--- src/rtl/fpu_pkg.sv ---
// rtl/fpu_pkg.sv - IEEE single field widths, slice positions and multiply-scheduler state encoding
package fpu_pkg;

  localparam int EXP_BIAS = 127;
  localparam int EXP_W    = 8;
  localparam int FRAC_W   = 23;
  localparam int MANT_W   = 24;
  localparam int PROD_W   = 48;

  localparam int SIGN_BIT = 31;
  localparam int EXP_HI   = 30;
  localparam int EXP_LO   = 23;
  localparam int FRAC_HI  = 22;

  typedef enum logic [1:0] {
    ST_IDLE = 2'd0,
    ST_MUL  = 2'd1,
    ST_NORM = 2'd2,
    ST_RESP = 2'd3
  } state_e;

  // Restore the hidden leading one; denormals never reach the multiplier.
  function automatic logic [MANT_W-1:0] mant_of(input logic [31:0] f);
    return {1'b1, f[FRAC_HI:0]};
  endfunction

endpackage

--- src/rtl/rr_arb2.sv ---
// rtl/rr_arb2.sv - two-way round-robin grant, purely combinational
module rr_arb2 (
  input  logic [1:0] req,
  input  logic       ptr,
  output logic [1:0] gnt
);

  // ptr only matters on contention; a lone requester always wins.
  always_comb begin
    gnt = req;
    if (req == 2'b11) begin
      gnt = ptr ? 2'b10 : 2'b01;
    end
  end

endmodule

--- src/rtl/fp_mul_sched.sv ---
// rtl/fp_mul_sched.sv - shares one mantissa multiplier + Normalize between two single-precision requesters
module fp_mul_sched #(
  parameter int MUL_LAT  = 3,
  parameter int EXP_BIAS = fpu_pkg::EXP_BIAS
) (
  input  logic        clk,
  input  logic        rst_n,
  input  logic [1:0]  req_valid,
  output logic [1:0]  req_ready,
  input  logic [31:0] req_a0,
  input  logic [31:0] req_b0,
  input  logic [31:0] req_a1,
  input  logic [31:0] req_b1,
  output logic [1:0]  rsp_valid,
  output logic [31:0] rsp_data,
  output logic        mul_start,
  output logic [23:0] mul_a,
  output logic [23:0] mul_b,
  input  logic [47:0] mul_p,
  output logic [47:0] norm_in,
  input  logic [22:0] norm_frac,
  input  logic        norm_ecout
);
  import fpu_pkg::*;

  localparam int CNT_W = $clog2(MUL_LAT + 1);

  state_e              state_q, state_d;
  logic                rr_ptr_q, rr_ptr_d;
  logic                owner_q, owner_d;
  logic                sign_q, sign_d;
  logic                byp_q, byp_d;
  logic [EXP_W-1:0]    exp_a_q, exp_a_d;
  logic [EXP_W-1:0]    exp_b_q, exp_b_d;
  logic [CNT_W-1:0]    cnt_q, cnt_d;
  logic                mul_start_q, mul_start_d;
  logic [MANT_W-1:0]   mul_a_q, mul_a_d;
  logic [MANT_W-1:0]   mul_b_q, mul_b_d;
  logic [PROD_W-1:0]   norm_in_q, norm_in_d;
  logic [1:0]          rsp_valid_q, rsp_valid_d;
  logic [31:0]         rsp_data_q, rsp_data_d;

  logic [1:0]          gnt;
  logic [31:0]         sel_a, sel_b;
  logic [EXP_W-1:0]    sel_exp_a, sel_exp_b;
  logic [9:0]          exp_raw;
  logic signed [9:0]   exp_sum;

  rr_arb2 u_arb (
    .req (req_valid),
    .ptr (rr_ptr_q),
    .gnt (gnt)
  );

  assign sel_a     = gnt[1] ? req_a1 : req_a0;
  assign sel_b     = gnt[1] ? req_b1 : req_b0;
  assign sel_exp_a = sel_a[EXP_HI:EXP_LO];
  assign sel_exp_b = sel_b[EXP_HI:EXP_LO];

  // Two zero-extension bits keep the biased sum and its sign in range for any exponent pair.
  assign exp_raw = {2'b00, exp_a_q} + {2'b00, exp_b_q} + {9'd0, norm_ecout} - 10'(EXP_BIAS);
  assign exp_sum = $signed(exp_raw);

  assign req_ready = (state_q == ST_IDLE) ? gnt : 2'b00;
  assign rsp_valid = rsp_valid_q;
  assign rsp_data  = rsp_data_q;
  assign mul_start = mul_start_q;
  assign mul_a     = mul_a_q;
  assign mul_b     = mul_b_q;
  assign norm_in   = norm_in_q;

  always_comb begin
    state_d     = state_q;
    rr_ptr_d    = rr_ptr_q;
    owner_d     = owner_q;
    sign_d      = sign_q;
    byp_d       = byp_q;
    exp_a_d     = exp_a_q;
    exp_b_d     = exp_b_q;
    cnt_d       = cnt_q;
    mul_start_d = 1'b0;
    mul_a_d     = mul_a_q;
    mul_b_d     = mul_b_q;
    norm_in_d   = norm_in_q;
    rsp_valid_d = 2'b00;
    rsp_data_d  = rsp_data_q;

    case (state_q)
      ST_IDLE: begin
        if (|gnt) begin
          owner_d  = gnt[1];
          rr_ptr_d = ~gnt[1];
          sign_d   = sel_a[SIGN_BIT] ^ sel_b[SIGN_BIT];
          exp_a_d  = sel_exp_a;
          exp_b_d  = sel_exp_b;
          byp_d    = (sel_exp_a == '0) || (sel_exp_b == '0);
          // A flushed operand spends one NORM cycle idle so the multiplier is never launched.
          if ((sel_exp_a == '0) || (sel_exp_b == '0)) begin
            state_d = ST_NORM;
          end else begin
            mul_a_d     = mant_of(sel_a);
            mul_b_d     = mant_of(sel_b);
            mul_start_d = 1'b1;
            cnt_d       = '0;
            state_d     = ST_MUL;
          end
        end
      end

      ST_MUL: begin
        if (cnt_q == CNT_W'(MUL_LAT)) begin
          norm_in_d = mul_p;
          state_d   = ST_NORM;
        end else begin
          cnt_d = cnt_q + CNT_W'(1);
        end
      end

      ST_NORM: begin
        rsp_valid_d = owner_q ? 2'b10 : 2'b01;
        if (byp_q || (exp_sum <= 10'sd0)) begin
          rsp_data_d = {sign_q, 31'd0};
        end else if (exp_sum >= 10'sd255) begin
          rsp_data_d = {sign_q, 8'hFF, 23'd0};
        end else begin
          rsp_data_d = {sign_q, exp_sum[EXP_W-1:0], norm_frac};
        end
        state_d = ST_RESP;
      end

      ST_RESP: begin
        state_d = ST_IDLE;
      end

      default: begin
        state_d = ST_IDLE;
      end
    endcase
  end

  always_ff @(posedge clk or negedge rst_n) begin
    if (!rst_n) begin
      state_q     <= ST_IDLE;
      rr_ptr_q    <= 1'b0;
      owner_q     <= 1'b0;
      sign_q      <= 1'b0;
      byp_q       <= 1'b0;
      exp_a_q     <= '0;
      exp_b_q     <= '0;
      cnt_q       <= '0;
      mul_start_q <= 1'b0;
      mul_a_q     <= '0;
      mul_b_q     <= '0;
      norm_in_q   <= '0;
      rsp_valid_q <= 2'b00;
      rsp_data_q  <= '0;
    end else begin
      state_q     <= state_d;
      rr_ptr_q    <= rr_ptr_d;
      owner_q     <= owner_d;
      sign_q      <= sign_d;
      byp_q       <= byp_d;
      exp_a_q     <= exp_a_d;
      exp_b_q     <= exp_b_d;
      cnt_q       <= cnt_d;
      mul_start_q <= mul_start_d;
      mul_a_q     <= mul_a_d;
      mul_b_q     <= mul_b_d;
      norm_in_q   <= norm_in_d;
      rsp_valid_q <= rsp_valid_d;
      rsp_data_q  <= rsp_data_d;
    end
  end

  // Unused package widths are referenced here only through FRAC_W to keep the Normalize port tied to it.
  logic unused_frac_w;
  assign unused_frac_w = (FRAC_W == 23) ? 1'b0 : 1'b1;

endmodule

--- config.mk ---
export PLATFORM = sky130hd
export DESIGN_NAME = fp_mul_sched
export DESIGN_NICKNAME = d
export VERILOG_FILES = /design/src/rtl/fpu_pkg.sv /design/src/rtl/rr_arb2.sv /design/src/rtl/fp_mul_sched.sv
export SDC_FILE = /design/constraint.sdc
export NUM_CORES = 1
export LEC_CHECK = 0
export CORE_MARGIN = 2
export CORE_UTILIZATION = 46
export DETAILED_ROUTE_END_ITERATION = 12
export PLACE_DENSITY = 0.93
export SLEW_MARGIN = 40
export SYNTH_ARGS = -nofsm -noshare
export SYNTH_HDL_FRONTEND = slang
export SYNTH_SLANG_ARGS = --single-unit
--- constraint.sdc ---
create_clock -name clk -period 6 [get_ports clk]
set_clock_uncertainty 0.1 [all_clocks]
set_input_delay 1.2 -clock clk [delete_from_list [all_inputs] [get_ports clk]]
set_output_delay 1.2 -clock clk [all_outputs]
set_load 0.01 [all_outputs]
# Word level (Yosys, flattened, before mapping)
# Index checks and enable logic that the tools add are counted.
[totals]
register_bits = 155
inputBits = 204
out_inout_bits = 133
[classes]
addsub = 4
magnitude_cmp = 2
n_eq_ne = 9
muxes = 20
n_bitwise = 3
n_reduce_logical = 12
[ops]
columns = ["cell", "n"]
rows = [
  ["32-bit 2-to-1 mux", 2],
  ["31-bit 2-to-1 mux", 2],
  ["2-bit 2-to-1 mux", 11],
  ["8-bit zero test", 2],
  ["9-bit by 1-bit adder with 10-bit output", 1],
  ["10-bit by 9-bit >= comparator with 1-bit output (second input constant)", 1],
  ["10-bit by 1-bit less-or-equal comparator with 1-bit output (second input constant)", 1],
  ["10-bit by 7-bit subtractor with 10-bit output (second input constant)", 1],
  ["8-bit by 8-bit adder with 9-bit output", 1],
  ["2-bit == test (second input constant)", 4],
  ["2-bit one-hot mux with 4 select lines", 1],
  ["2-bit != test (second input constant)", 3],
  ["2-bit AND reduction", 3],
  ["2-bit one-hot mux with 2 select lines", 1],
  ["4-bit AND reduction", 1],
  ["1-bit 2-to-1 mux", 3],
  ["3-bit AND reduction", 1],
  ["2-bit by 1-bit adder with 2-bit output (second input constant)", 1],
  ["2-bit by 1-bit == test with 1-bit output (second input constant)", 1],
  ["2-bit zero test", 1],
  ["1-bit logical OR", 2],
  ["2-bit by 1-bit != test with 1-bit output (second input constant)", 1],
  ["1-bit NOT", 2],
  ["2-bit nonzero test", 1],
  ["2 further kinds", 2],
]

# Depth between registers and ports, before layout
[depth]
word_depth = 8
ltp_mapped = 14
mapped_depth_nobuf = 12

# Hierarchy
# From an unflattened synthesis, not the netlist that was laid out.
[hier_totals]
cells_unflattened = 646
hier_area_um2 = 7489.7
[modules_own_cells]
columns = ["module", "n_inst", "cells_per_inst", "area_each_um2"]
rows = [
  ["fp_mul_sched", 1, 643, 7470.9],
  ["rr_arb2", 1, 3, 18.8],
]

# Least setup slack after synthesis
# Ideal clock, no wire load.
[synth_path]
path_kind = "input -> register"
startpoint = "input port norm_ecout"
endpoint = "register rsp_data_q[10], in the netlist rsp_data[10]"
setup_time_ns = 0.140
t_arrival_ns = 3.729
t_required_ns = 5.760
slack_ns = 2.031
stages = 13
n_path_buf = 1
path_cell_list = "inv_1 ha_1 inv_1 ha_1 inv_1 fa_1 nand2b_1 a211oi_1 o21ai_0 a2111o_1 nor3_1 buf_2 o32ai_1"
[synth_between]
elab_chain_cells = 5
word_cells_on_any_way = 7
cone_classes = "add/sub: 2; order compare: 2; mux: 2; reduce/logical: 1"
[synth_rtl]
columns = ["item", "line_no", "text"]
rows = [
  ["from (decl)", "fp_mul_sched.sv:22", "input logic norm_ecout"],
  ["9-bit by 1-bit adder with 10-bit output (*)", "fp_mul_sched.sv:61", "assign exp_raw = {2'b00, exp_a_q} + {2'b00, exp_b_q} + {9'd0, norm_ecout} - 10'(EXP_BIAS);"],
  ["10-bit by 7-bit subtractor with 10-bit output (*)", "fp_mul_sched.sv:61", ""],
  ["10-bit by 9-bit >= comparator with 1-bit output or 10-bit by 1-bit less-or-equal comparator with 1-bit output (tied branches)", "fp_mul_sched.sv:123, fp_mul_sched.sv:121", ""],
  ["31-bit 2-to-1 mux or 1-bit logical OR (tied branches)", "fp_mul_sched.sv:123, fp_mul_sched.sv:121", ""],
  ["31-bit 2-to-1 mux (*)", "fp_mul_sched.sv:121", "if (byp_q || (exp_sum <= 10'sd0)) begin"],
  ["to (signal assigned)", "fp_mul_sched.sv:171", "rsp_data_q <= rsp_data_d;"],
  ["to (decl)", "fp_mul_sched.sv:41", "logic [31:0] rsp_data_q, rsp_data_d;"],
]
# Mark *: on every way between the ends. The rest lies on a longest branch, timed or not.
# A chain may end at the register's enable or synchronous reset.

# Final worst setup path
[layout_path]
startpoint = "input port req_valid[0]"
endpoint = "output port req_ready[1]"
[layout_between]
elab_chain_cells = 3
[layout_rtl]
columns = ["item", "line_no", "text"]
rows = [
  ["from (decl)", "fp_mul_sched.sv:8", "input logic [1:0] req_valid,"],
  ["2-bit == test", "rr_arb2.sv:11", "if (req == 2'b11) begin"],
  ["2-bit 2-to-1 mux", "rr_arb2.sv:11", ""],
  ["2-bit 2-to-1 mux", "fp_mul_sched.sv:64", "assign req_ready = (state_q == ST_IDLE) ? gnt : 2'b00;"],
  ["to (decl)", "fp_mul_sched.sv:9", "output logic [1:0] req_ready,"],
]
# Every way passes these cells.

==> results.md <==
| Step | Quantity | Reported |
|---|---|---|
| status | Result of the run | finished, final reports clean |
| logic synthesis | Post-synthesis net count | 844 |
| power | IR drop worst, VDD | 324 uV |
| critical path | CP Launch Type | input port |
| final layout | Fraction of layout cells with a size suffix above 1 | 20.1% |
| timing | Worst slew margin relative to its limit | 49.1% |
| clocking | Clock latency of the later-clocked register in the worst-skew pair | 0.42 ns |
| clocking | TritonCTS clock tree | built |
| final layout | Fill cell count | 1109 |
| floorplan | Die W | 132 um |
| clocking | CTS Root Buffer Type | clkbuf_16 |
| final layout | Post-route design area | 11700 sq um |
| critical path | Kind of end point of the critical path | output port |
| clocking | TritonCTS sink count | 154 |
| critical path | CP arrival | 3.21 ns |
| floorplan | Die footprint | 17500 sq um |
| global routing | Number of global-route vias before repair | 6860 |
| job | Total of max-cap violations | 0 |
| detailed routing | Average vias per placed instance | 5.39 |
| logic synthesis | Flops & latches, synth | 154 |
| critical path | Data required time of the worst path | 4.70 ns |
| final layout | Number of nets in the layout | 1170 |
| logic synthesis | Avg Inst Size Synth | 12.2 sq um |
| floorplan | Initial standard-cell utilization of the core | 47.3% |
| timing | Timing-limited maximum frequency | 222 MHz |
| floorplan | Number of placed I/O pins | 337 |
| logic synthesis | Register area share after synthesis | 51.1% |
| critical path | Critical setup path kind | in2out |
| clocking | Gates resized, CTS repair | 0 |
| critical path | Maximum fanout count along the critical path | 28 |
| final layout | Ant diodes | 0 |
| logic synthesis | Async SR Flop Fraction | 100% |
| power | Total power per unit cell area | 533 nW/um^2 |
| clocking | Number of H-tree levels | 4 |
| place | Estimated wirelength of the detail-placed design | 17.3 mm |
| global routing | First-pass GRT wire length | 36.3 mm |
| timing | Total Neg Setup Slack | 0 ns |
| final layout | Leading cell type in the layout, fill and taps excluded | clkdlybuf4s50_1 |
| clocking | Clock slew at reported path FFs | 0.06 ns |
| final layout | Area used by multi-input combinational logic | 3350 sq um |
| hold path | Class of the most critical hold timing path | reg2reg |
| logic synthesis | Summed instance area of the synthesized netlist | 7550 sq um |
| detailed routing | Routed wire length | 22.9 mm |
| logic synthesis | YS warnings | 0 |
| global routing | Number of antenna violations at the first check in global routing | 0 |
| power | Leakage power total | 4.92 nW |
| timing | Final Hold Violating Endpoints | 0 |
| logic synthesis | Number of distinct library cell variants in the gate-level netlist after synthesis | 45 |
| logic synthesis | Most instantiated flip-flop cell in the synthesis netlist | dfrtp_1 |
| timing | Setup repair after global routing missed its margin | false |
| logic synthesis | Post-synth EDFFs | 0 |
| place | IO buf count | 336 |
| place | Final RePlAce weighted congestion | 0.883 |
| clocking | Number of buffers inserted during clock tree synthesis | 17 |
| detailed routing | Average wire length per cell after detail routing | 19.5 um |
| floorplan | Chip height | 132 um |
| clocking | Number of buffers on the longest clock path | 2 |
| timing | Final Max Slew Viols | 0 |
| timing | Post-layout minimum cycle time | 4.51 ns |
| floorplan | Number of placement rows | 46 |
| timing | Slew @ Worst Pin | 0.754 ns |
| detailed routing | Number of design rule violations left after detail routing | 0 |
| global routing | Overall overflow remaining after global route | 0 |
| logic synthesis | Number of cells produced by synthesis | 619 |
| clocking | # Post-CTS Setup Buffers | 0 |
| detailed routing | Detailed-routing iteration count for the pre-antenna-repair pass | 4 |
| final layout | Most frequent cells in the layout | clkdlybuf4s50_1 (335), dfrtp_1 (154), mux2_2 (121) |
| detailed routing | Number of nets with antenna violations after detailed routing | 0 |
| timing | Final period util | 75.1% |
| place | Placed instance area | 11100 sq um |
| final layout | Area growth from synthesis to layout | 55.0% |
| floorplan | Core Box Area | 15900 sq um |
| global routing | Maximum number of pins on one net before global-route repair | 103 |
| global routing | Total Routing Usage GR | 26.5% |
| final layout | Footprint of the flip-flops and latches | 3850 sq um |
| detailed routing | Initial DRC Count | 193 |
| clocking | Count of hold-fix buffers inserted at cts | 0 |
| detailed routing | Vias | 6312 |
| timing | Setup violators final | 0 |
-- registers in the layout, indices dropped and copies added (netlist names), 2 cells and up --
register / flops
state_q: 2
exp_a_q: 8
mul_b: 23
mul_a: 24
exp_b_q: 8
cnt_q: 2
norm_in: 48
rsp_valid: 2
rsp_data: 32
-- cell usage after synthesis (all sizes together), types with 11 or more instances --
cell type    n  area [sq um]
dfrtp      154          3850
mux2       141          1660
inv         48           180
a21oi       26           130
clkbuf      24          90.1
nand3       24           120
o32ai       24           210
ha          20           250
and3        17           106
nand2       17          63.8
buf         15           106
o21ai       14          70.1
nor2        12          45.0
nor3        11          55.1
-- worst paths after layout --
check	startpoint	endpoint	slack [ns]	depth (start not counted)
min in group asynchronous	rst_n	rsp_data[29]$_DFFE_PN0P_	0.53	1
min	sign_q$_DFFE_PN0P_	sign_q$_DFFE_PN0P_	0.38	2
min reg2reg	sign_q$_DFFE_PN0P_	sign_q$_DFFE_PN0P_	0.38	2
max in group asynchronous	rst_n	mul_a[23]$_DFFE_PN0P_	4.32	2
max	req_valid[0]	req_ready[1]	1.49	5
max reg2reg	exp_b_q[0]$_DFFE_PN0P_	rsp_data[23]$_DFFE_PN0P_	2.54	12
-- area by class of cell --
type,instances,area share [%]
clock buffers,19,3.70
clock inverters,11,1.26
inverters,48,1.56
multi-input cells,378,28.6
flip-flops and latches,154,32.9
well taps,216,2.31
repair buffers,346,29.6
-- logic make-up after synthesis --
kind of cell               share of synthesized area (%)
buffers and inverters                               4.99
adders and majority gates                           3.58
and+or+nand+nor                                     7.04
muxes                                               22.0
DFF                                                 51.1
xor gates and xnor gates                            1.04
AOI/OAI and AO/OA                                   10.3
-- power breakdown --
group	internal [W]	switching (W)	total [W]
logic	0.00177	0.00153	0.00330
registers	0.00156	0.000302	0.00186
clock network	0.000650	0.000427	0.00108
-- routing by layer --
layer  vias up  track usage (%)  share of wire [%]
met2       296             46.8                 51
met3        45             9.15                8.6
met5         -                0                  0
met1      3079             29.3                 37
li1       2892                -                  -
met4         0             10.1                2.9
-- stage by stage --
step	power (W)	utilization, %	instances	hold WS [ns]	setup slack, ns
after floorplan	0.00364	-	619	0.311	2.03
after global placement	0.00501	69.5	1141	0.358	1.21
after detailed placement	0.00514	69.6	1141	0.368	1.27
after CTS	0.00626	73.2	1171	0.382	1.50
after global routing	0.00662	73.4	1172	0.399	1.37
final	0.00624	73.4	1172	0.376	1.49
-- critical path, stage by stage --
cell and delay [ns]:
clkdlybuf4s50_1 0.51, nand2b_4 0.24, nand2_2 0.36, nor2_1 0.30
clkdlybuf4s50_1 0.58
Note: power is estimated with default switching activity, not from simulation.
